### config.mk
export PLATFORM = sky130hd
export DESIGN_NAME = module_multiword_adder_seq
export DESIGN_NICKNAME = d
export VERILOG_FILES = /design/src/rtl/module_multiword_adder_seq.sv
export SDC_FILE = /design/constraint.sdc
export NUM_CORES = 1
export LEC_CHECK = 0
export ABC_AREA = 1
export BUFFER_PORTS_ARGS = -buffer_cell sky130_fd_sc_hd__clkbuf_2
export CAP_MARGIN = 20
export CORE_ASPECT_RATIO = 2
export CORE_MARGIN = 1
export CORE_UTILIZATION = 54
export CTS_CLUSTER_DIAMETER = 120
export DETAILED_ROUTE_END_ITERATION = 10
export PLACE_DENSITY = 0.8
export SLEW_MARGIN = 20
export SYNTH_ARGS = -nofsm -noshare
export SYNTH_HDL_FRONTEND = slang
export SYNTH_SLANG_ARGS = --single-unit
### constraint.sdc
create_clock -name clk_i -period 5.5 [get_ports clk_i]
set_input_delay 0.55 -clock clk_i [delete_from_list [all_inputs] [get_ports clk_i]]
set_output_delay 0.55 -clock clk_i [all_outputs]
set_load 0.03 [all_outputs]
### src/rtl/module_multiword_adder_seq.sv
// Sequential multi-precision adder: adds two NWORDS*RCAWIDE-bit operands one
// RCAWIDE-bit slice per cycle through a single ripple-carry adder, chaining
// the carry through a register. Valid/ready handshakes on input and output.

// Pure RCAWIDE-bit ripple-carry adder built from bit-level full adders.
module module_ripple_carry_adder #(
  parameter int RCAWIDE = 8
) (
  input  logic [RCAWIDE-1:0] a_i,
  input  logic [RCAWIDE-1:0] b_i,
  input  logic               carry_i,
  output logic [RCAWIDE-1:0] sum_o,
  output logic               carry_o
);

  logic [RCAWIDE:0] c;

  assign c[0] = carry_i;

  for (genvar i = 0; i < RCAWIDE; i++) begin : g_fa
    assign sum_o[i] = a_i[i] ^ b_i[i] ^ c[i];
    assign c[i+1]   = (a_i[i] & b_i[i]) | (c[i] & (a_i[i] ^ b_i[i]));
  end

  assign carry_o = c[RCAWIDE];

endmodule

module module_multiword_adder_seq #(
  parameter int RCAWIDE = 8,
  parameter int NWORDS  = 4
) (
  input  logic                      clk_i,
  input  logic                      rst_n_i,
  input  logic                      valid_i,
  output logic                      ready_o,
  input  logic [NWORDS*RCAWIDE-1:0] a_i,
  input  logic [NWORDS*RCAWIDE-1:0] b_i,
  input  logic                      carry_i,
  output logic                      valid_o,
  input  logic                      ready_i,
  output logic [NWORDS*RCAWIDE-1:0] sum_o,
  output logic                      carry_o
);

  localparam int W     = NWORDS * RCAWIDE;
  localparam int IDX_W = $clog2(NWORDS);
  localparam logic [IDX_W-1:0] LAST_IDX = IDX_W'(NWORDS - 1);

  typedef enum logic [1:0] {
    IDLE = 2'd0,
    ADD  = 2'd1,
    DONE = 2'd2
  } state_t;

  state_t           state_q, state_d;
  logic [IDX_W-1:0] idx_q, idx_d;
  logic             cy_q, cy_d;
  logic [W-1:0]     a_q, a_d;
  logic [W-1:0]     b_q, b_d;
  logic [W-1:0]     sum_q, sum_d;
  logic             cout_q, cout_d;
  logic             valid_q, valid_d;

  logic [RCAWIDE-1:0] rca_a, rca_b, rca_sum;
  logic               rca_cout;
  logic               accept;
  logic               last_word;

  // The adder always looks at the currently indexed slice of the latched operands.
  assign rca_a     = a_q[idx_q*RCAWIDE +: RCAWIDE];
  assign rca_b     = b_q[idx_q*RCAWIDE +: RCAWIDE];
  assign accept    = valid_i && ready_o;
  assign last_word = (idx_q == LAST_IDX);

  module_ripple_carry_adder #(
    .RCAWIDE (RCAWIDE)
  ) u_rca (
    .a_i     (rca_a),
    .b_i     (rca_b),
    .carry_i (cy_q),
    .sum_o   (rca_sum),
    .carry_o (rca_cout)
  );

  // State and datapath registers; reset clears everything so an aborted add leaves no trace.
  always_ff @(posedge clk_i) begin
    if (!rst_n_i) begin
      state_q <= IDLE;
      idx_q   <= '0;
      cy_q    <= 1'b0;
      a_q     <= '0;
      b_q     <= '0;
      sum_q   <= '0;
      cout_q  <= 1'b0;
      valid_q <= 1'b0;
    end else begin
      state_q <= state_d;
      idx_q   <= idx_d;
      cy_q    <= cy_d;
      a_q     <= a_d;
      b_q     <= b_d;
      sum_q   <= sum_d;
      cout_q  <= cout_d;
      valid_q <= valid_d;
    end
  end

  // Next-state logic: accept -> one ADD cycle per word -> hold in DONE until taken.
  always_comb begin
    state_d = state_q;
    unique case (state_q)
      IDLE:    if (accept)    state_d = ADD;
      ADD:     if (last_word) state_d = DONE;
      DONE:    if (ready_i)   state_d = IDLE;
      default:                state_d = IDLE;
    endcase
  end

  // Datapath next values: latch operands on accept, write one sum slice per ADD cycle.
  always_comb begin
    idx_d   = idx_q;
    cy_d    = cy_q;
    a_d     = a_q;
    b_d     = b_q;
    sum_d   = sum_q;
    cout_d  = cout_q;
    valid_d = valid_q;
    unique case (state_q)
      IDLE: begin
        if (accept) begin
          a_d   = a_i;
          b_d   = b_i;
          cy_d  = carry_i;
          idx_d = '0;
        end
      end
      ADD: begin
        sum_d[idx_q*RCAWIDE +: RCAWIDE] = rca_sum;
        cy_d = rca_cout;
        if (last_word) begin
          cout_d  = rca_cout;
          valid_d = 1'b1;
        end else begin
          idx_d = idx_q + IDX_W'(1);
        end
      end
      DONE: begin
        if (ready_i) valid_d = 1'b0;
      end
      default: begin
        valid_d = 1'b0;
      end
    endcase
  end

  // Outputs: ready only in IDLE and never while reset is asserted.
  always_comb begin
    ready_o = rst_n_i && (state_q == IDLE);
  end

  assign valid_o = valid_q;
  assign sum_o   = sum_q;
  assign carry_o = cout_q;

endmodule

==> out/summary.txt <==
FINAL LAYOUT
----------------------------------------------------------------------------------------------------
Nets@finish ...........................................................................          793
Leading cell types in the layout, fill and taps excluded .............................. sky130_fd_sc_hd__nand3_1 (142), sky130_fd_sc_hd__nand2_1 (122), sky130_fd_sc_hd__dfxtp_1 (103), sky130_fd_sc_hd__clkbuf_2 (103), sky130_fd_sc_hd__nor2_1 (83)
Most frequent standard cell in the layout excluding fill and tap cells ................ sky130_fd_sc_hd__nand3_1
Final core area utilization ...........................................................       0.6487
Final cell area excluding filler cells ................................................   5379 sq um
Synth-to-layout area growth ...........................................................       15.94%
Number of antenna repair diodes .......................................................            0
Fraction of layout instances using a drive strength above 1 ...........................       0.1877
Post-layout instance count excluding filler cells .....................................          812

GLOBAL ROUTING
----------------------------------------------------------------------------------------------------
Initial antenna violation count .......................................................            0
Wire length of the first global-routing pass ..........................................     19.44 mm
Vias in the first global route ........................................................        4,297
Total routing usage reported by global routing ........................................       0.2883
Pin count of the biggest net entering global routing ..................................           78
Overflow after GRT ....................................................................            0

SYNTH
----------------------------------------------------------------------------------------------------
Combinational family with the most area after synthesis ............................... simple AND/OR/NAND/NOR gates
Flop and latch count out of synthesis .................................................          103
Complex-gate fraction of the synthesized area .........................................      0.09924
Synthesized area divided by synthesized cell count ....................................  7.306 sq um
Cell area after technology mapping ....................................................   4639 sq um
Synthesized netlist cell count ........................................................          635
Number of warnings reported in the yosys synthesis log ................................            0
Post-Synth Adder-Cell Area ............................................................      0.05070
Net Count, Synth ......................................................................          718
Fraction of the yosys area taken by sequential cells ..................................       0.4444
Synth Area in XOR/XNOR ................................................................            0
Simple-gate portion of the synthesized area ...........................................       0.3358
Count of different cell masters after synthesis .......................................           23
Fraction of synthesized area in multiplexers ..........................................            0

DETAILED ROUTING
----------------------------------------------------------------------------------------------------
Post-Route WL .........................................................................     12.14 mm
Post-route DRC ........................................................................            0
Iteration-0 DRC Markers ...............................................................          323
WL per Instance .......................................................................     14.95 um
Antenna-violating nets left ...........................................................            0
Via count .............................................................................        4,523
DRT Pass-1 Iters ......................................................................            5
Number of vias per cell ...............................................................        5.570

STA
----------------------------------------------------------------------------------------------------
Final period demand of the worst path .................................................      4474 ps
Final setup violation count ...........................................................            0
Worst clock skew on the final layout ..................................................     5.269 ps
Least-Margin Pin Slew .................................................................     767.6 ps
Worst slew margin relative to its limit ...............................................       0.4882
Max-slew violation total from the final report ........................................            0
Hold WS ...............................................................................     426.4 ps
Final setup TNS .......................................................................         0 ps
Post-layout worst setup margin ........................................................      1026 ps
Final Hold Vio Count ..................................................................            0
Post-route fraction of the period consumed by the critical path .......................       0.8134
Unrepaired setup endpoints after global routing .......................................        false
Top achievable clock speed ............................................................    223.5 MHz

CLOCKING
----------------------------------------------------------------------------------------------------
Clk Latency, worst-skew pair ..........................................................       340 ps
Clock-pin slew reported for the worst setup and hold paths after clock tree synthesis .        60 ps
CTS tree ..............................................................................         done
Number of H-tree levels ...............................................................            3
Root buffer cell ...................................................................... sky130_fd_sc_hd__clkbuf_16
Cells resized by post-CTS repair ......................................................            0
Buffer depth of the longest clock path ................................................            2
Number of buffers added to fix hold violations after cts ..............................            0
Clock buffers created by TritonCTS ....................................................            9
Post-CTS Repair Setup Buffers .........................................................            0
TritonCTS sink count ..................................................................          103

DIE
----------------------------------------------------------------------------------------------------
Effective utilization at floorplan ....................................................       0.5595
Row cnt ...............................................................................           47
Floorplan die height ..................................................................     133.1 um
Num ports .............................................................................          104
Die area ..............................................................................   8989 sq um
Floorplan core area ...................................................................   8292 sq um
Width of the chip .....................................................................     67.54 um

CRITICAL PATH
----------------------------------------------------------------------------------------------------
Critical path start-end classification ................................................ register to register
Endpoint required time on the critical path ...........................................      5710 ps
CP Capture Type .......................................................................     register
Endpoint arrival time on the critical path ............................................      4690 ps
Highest fanout seen on the critical path ..............................................           21
Kind of start point of the critical path ..............................................     register

WORST HOLD PATH
----------------------------------------------------------------------------------------------------
Type of the worst min-delay path ...................................................... input port to register

PLACED DESIGN
----------------------------------------------------------------------------------------------------
Detailed Place HPWL ...................................................................     8.898 mm
GPL Wtd Cong ..........................................................................       0.9136
DP Area ...............................................................................   5120 sq um
Post-Place Cells ......................................................................          797
Buffers added on ports ................................................................          103
Worst slack after detailed placement ..................................................      1071 ps

POWER AND IR DROP
----------------------------------------------------------------------------------------------------
PD cells .............................................................................. 318.8 nW/um^2
Leakage power of the design ...........................................................     2.629 nW
Peak supply drop ......................................................................     248.0 uV
Total power of the final layout .......................................................     1.715 mW

FLOW RUN
----------------------------------------------------------------------------------------------------
Maximum Capacitance Violations ........................................................            0

OUTCOME
----------------------------------------------------------------------------------------------------
Run status ............................................................................ complete, no violations

==> synthesized netlist by cell type, drive strengths merged <==
| library cell | number | area (sq um) |
|---|---|---|
| a21oi | 28 | 140.1 |
| nor2 | 87 | 346.6 |
| o22ai | 8 | 50.05 |
| fa | 8 | 160.2 |
| nor3 | 2 | 10.01 |
| o22a | 8 | 70.07 |
| inv | 33 | 123.9 |
| ha | 6 | 75.07 |
| nand2 | 123 | 464.2 |
| clkbuf | 22 | 82.58 |
| dfxtp | 103 | 2062 |
| nand3 | 144 | 730.7 |
| nand4 | 1 | 6.260 |
| buf | 22 | 117.6 |
| o21ai | 40 | 200.2 |
==> per-layer routing <==
layer | GRT usage | wire (um)
met4 | 0.1927 | 690
met3 | 0.04828 | 543
met5 | 0 | 0
met2 | 0.5028 | 6522
met1 | 0.2968 | 4380
==> cells by family after synthesis <==
family,after synthesis
simple gates,357
flops,103
compound gates,84
buf+inv,77
fa+ha+maj,14
==> cell type report <==
class / instances / area, sq um
flip-flops and latches: 103 / 2062
fillers: 732 / 2913
clock inverters: 1 / 5.005
repair buffers: 108 / 553.0
multi-input cells: 455 / 2258
inverters: 33 / 123.9
clock buffers: 14 / 254.0
well taps: 98 / 122.6
==> path summary, 6_finish.rpt <==
path	slack, ps	end	start	cells past startpoint
worst min-delay path	430	a_q[22]	a_i[22]	3
worst max-delay path	1030	sum_o[15]	idx_q[1]	16
worst max register to register	1030	sum_o[15]	idx_q[1]	16
worst min register to register	460	sum_o[27]	sum_o[27]	2
==> where the power goes <==
part,total (mW),switching (mW),leakage [nW],internal [mW]
registers,0.827,0.0366,0.844,0.791
clock network,0.569,0.252,0.127,0.317
logic,0.319,0.205,1.66,0.114
total,1.71,0.494,2.63,1.22
==> registers in the layout (all words and copies together), names as in the netlist <==
signal and cells:
a_q 32, b_q 32, carry_o 1, cy_q 1
idx_q 2, state_q 2, sum_o 32, valid_o 1
==> worst max-delay path, cell delays in order (launching register included) <==
cell and delay (ps):
sky130_fd_sc_hd__dfxtp_1 500, sky130_fd_sc_hd__inv_1 460, sky130_fd_sc_hd__o21ai_0 180, sky130_fd_sc_hd__o22a_1 220, sky130_fd_sc_hd__fa_1 420, sky130_fd_sc_hd__fa_1 400
sky130_fd_sc_hd__fa_1 390, sky130_fd_sc_hd__fa_1 370, sky130_fd_sc_hd__inv_1 80, sky130_fd_sc_hd__fa_1 190, sky130_fd_sc_hd__fa_1 200, sky130_fd_sc_hd__fa_1 190
sky130_fd_sc_hd__fa_1 440, sky130_fd_sc_hd__nand3_1 120, sky130_fd_sc_hd__nor2_1 50, sky130_fd_sc_hd__nor2_1 90, sky130_fd_sc_hd__nor2_1 40
No activity file was read; power rests on OpenSTA's default activity.
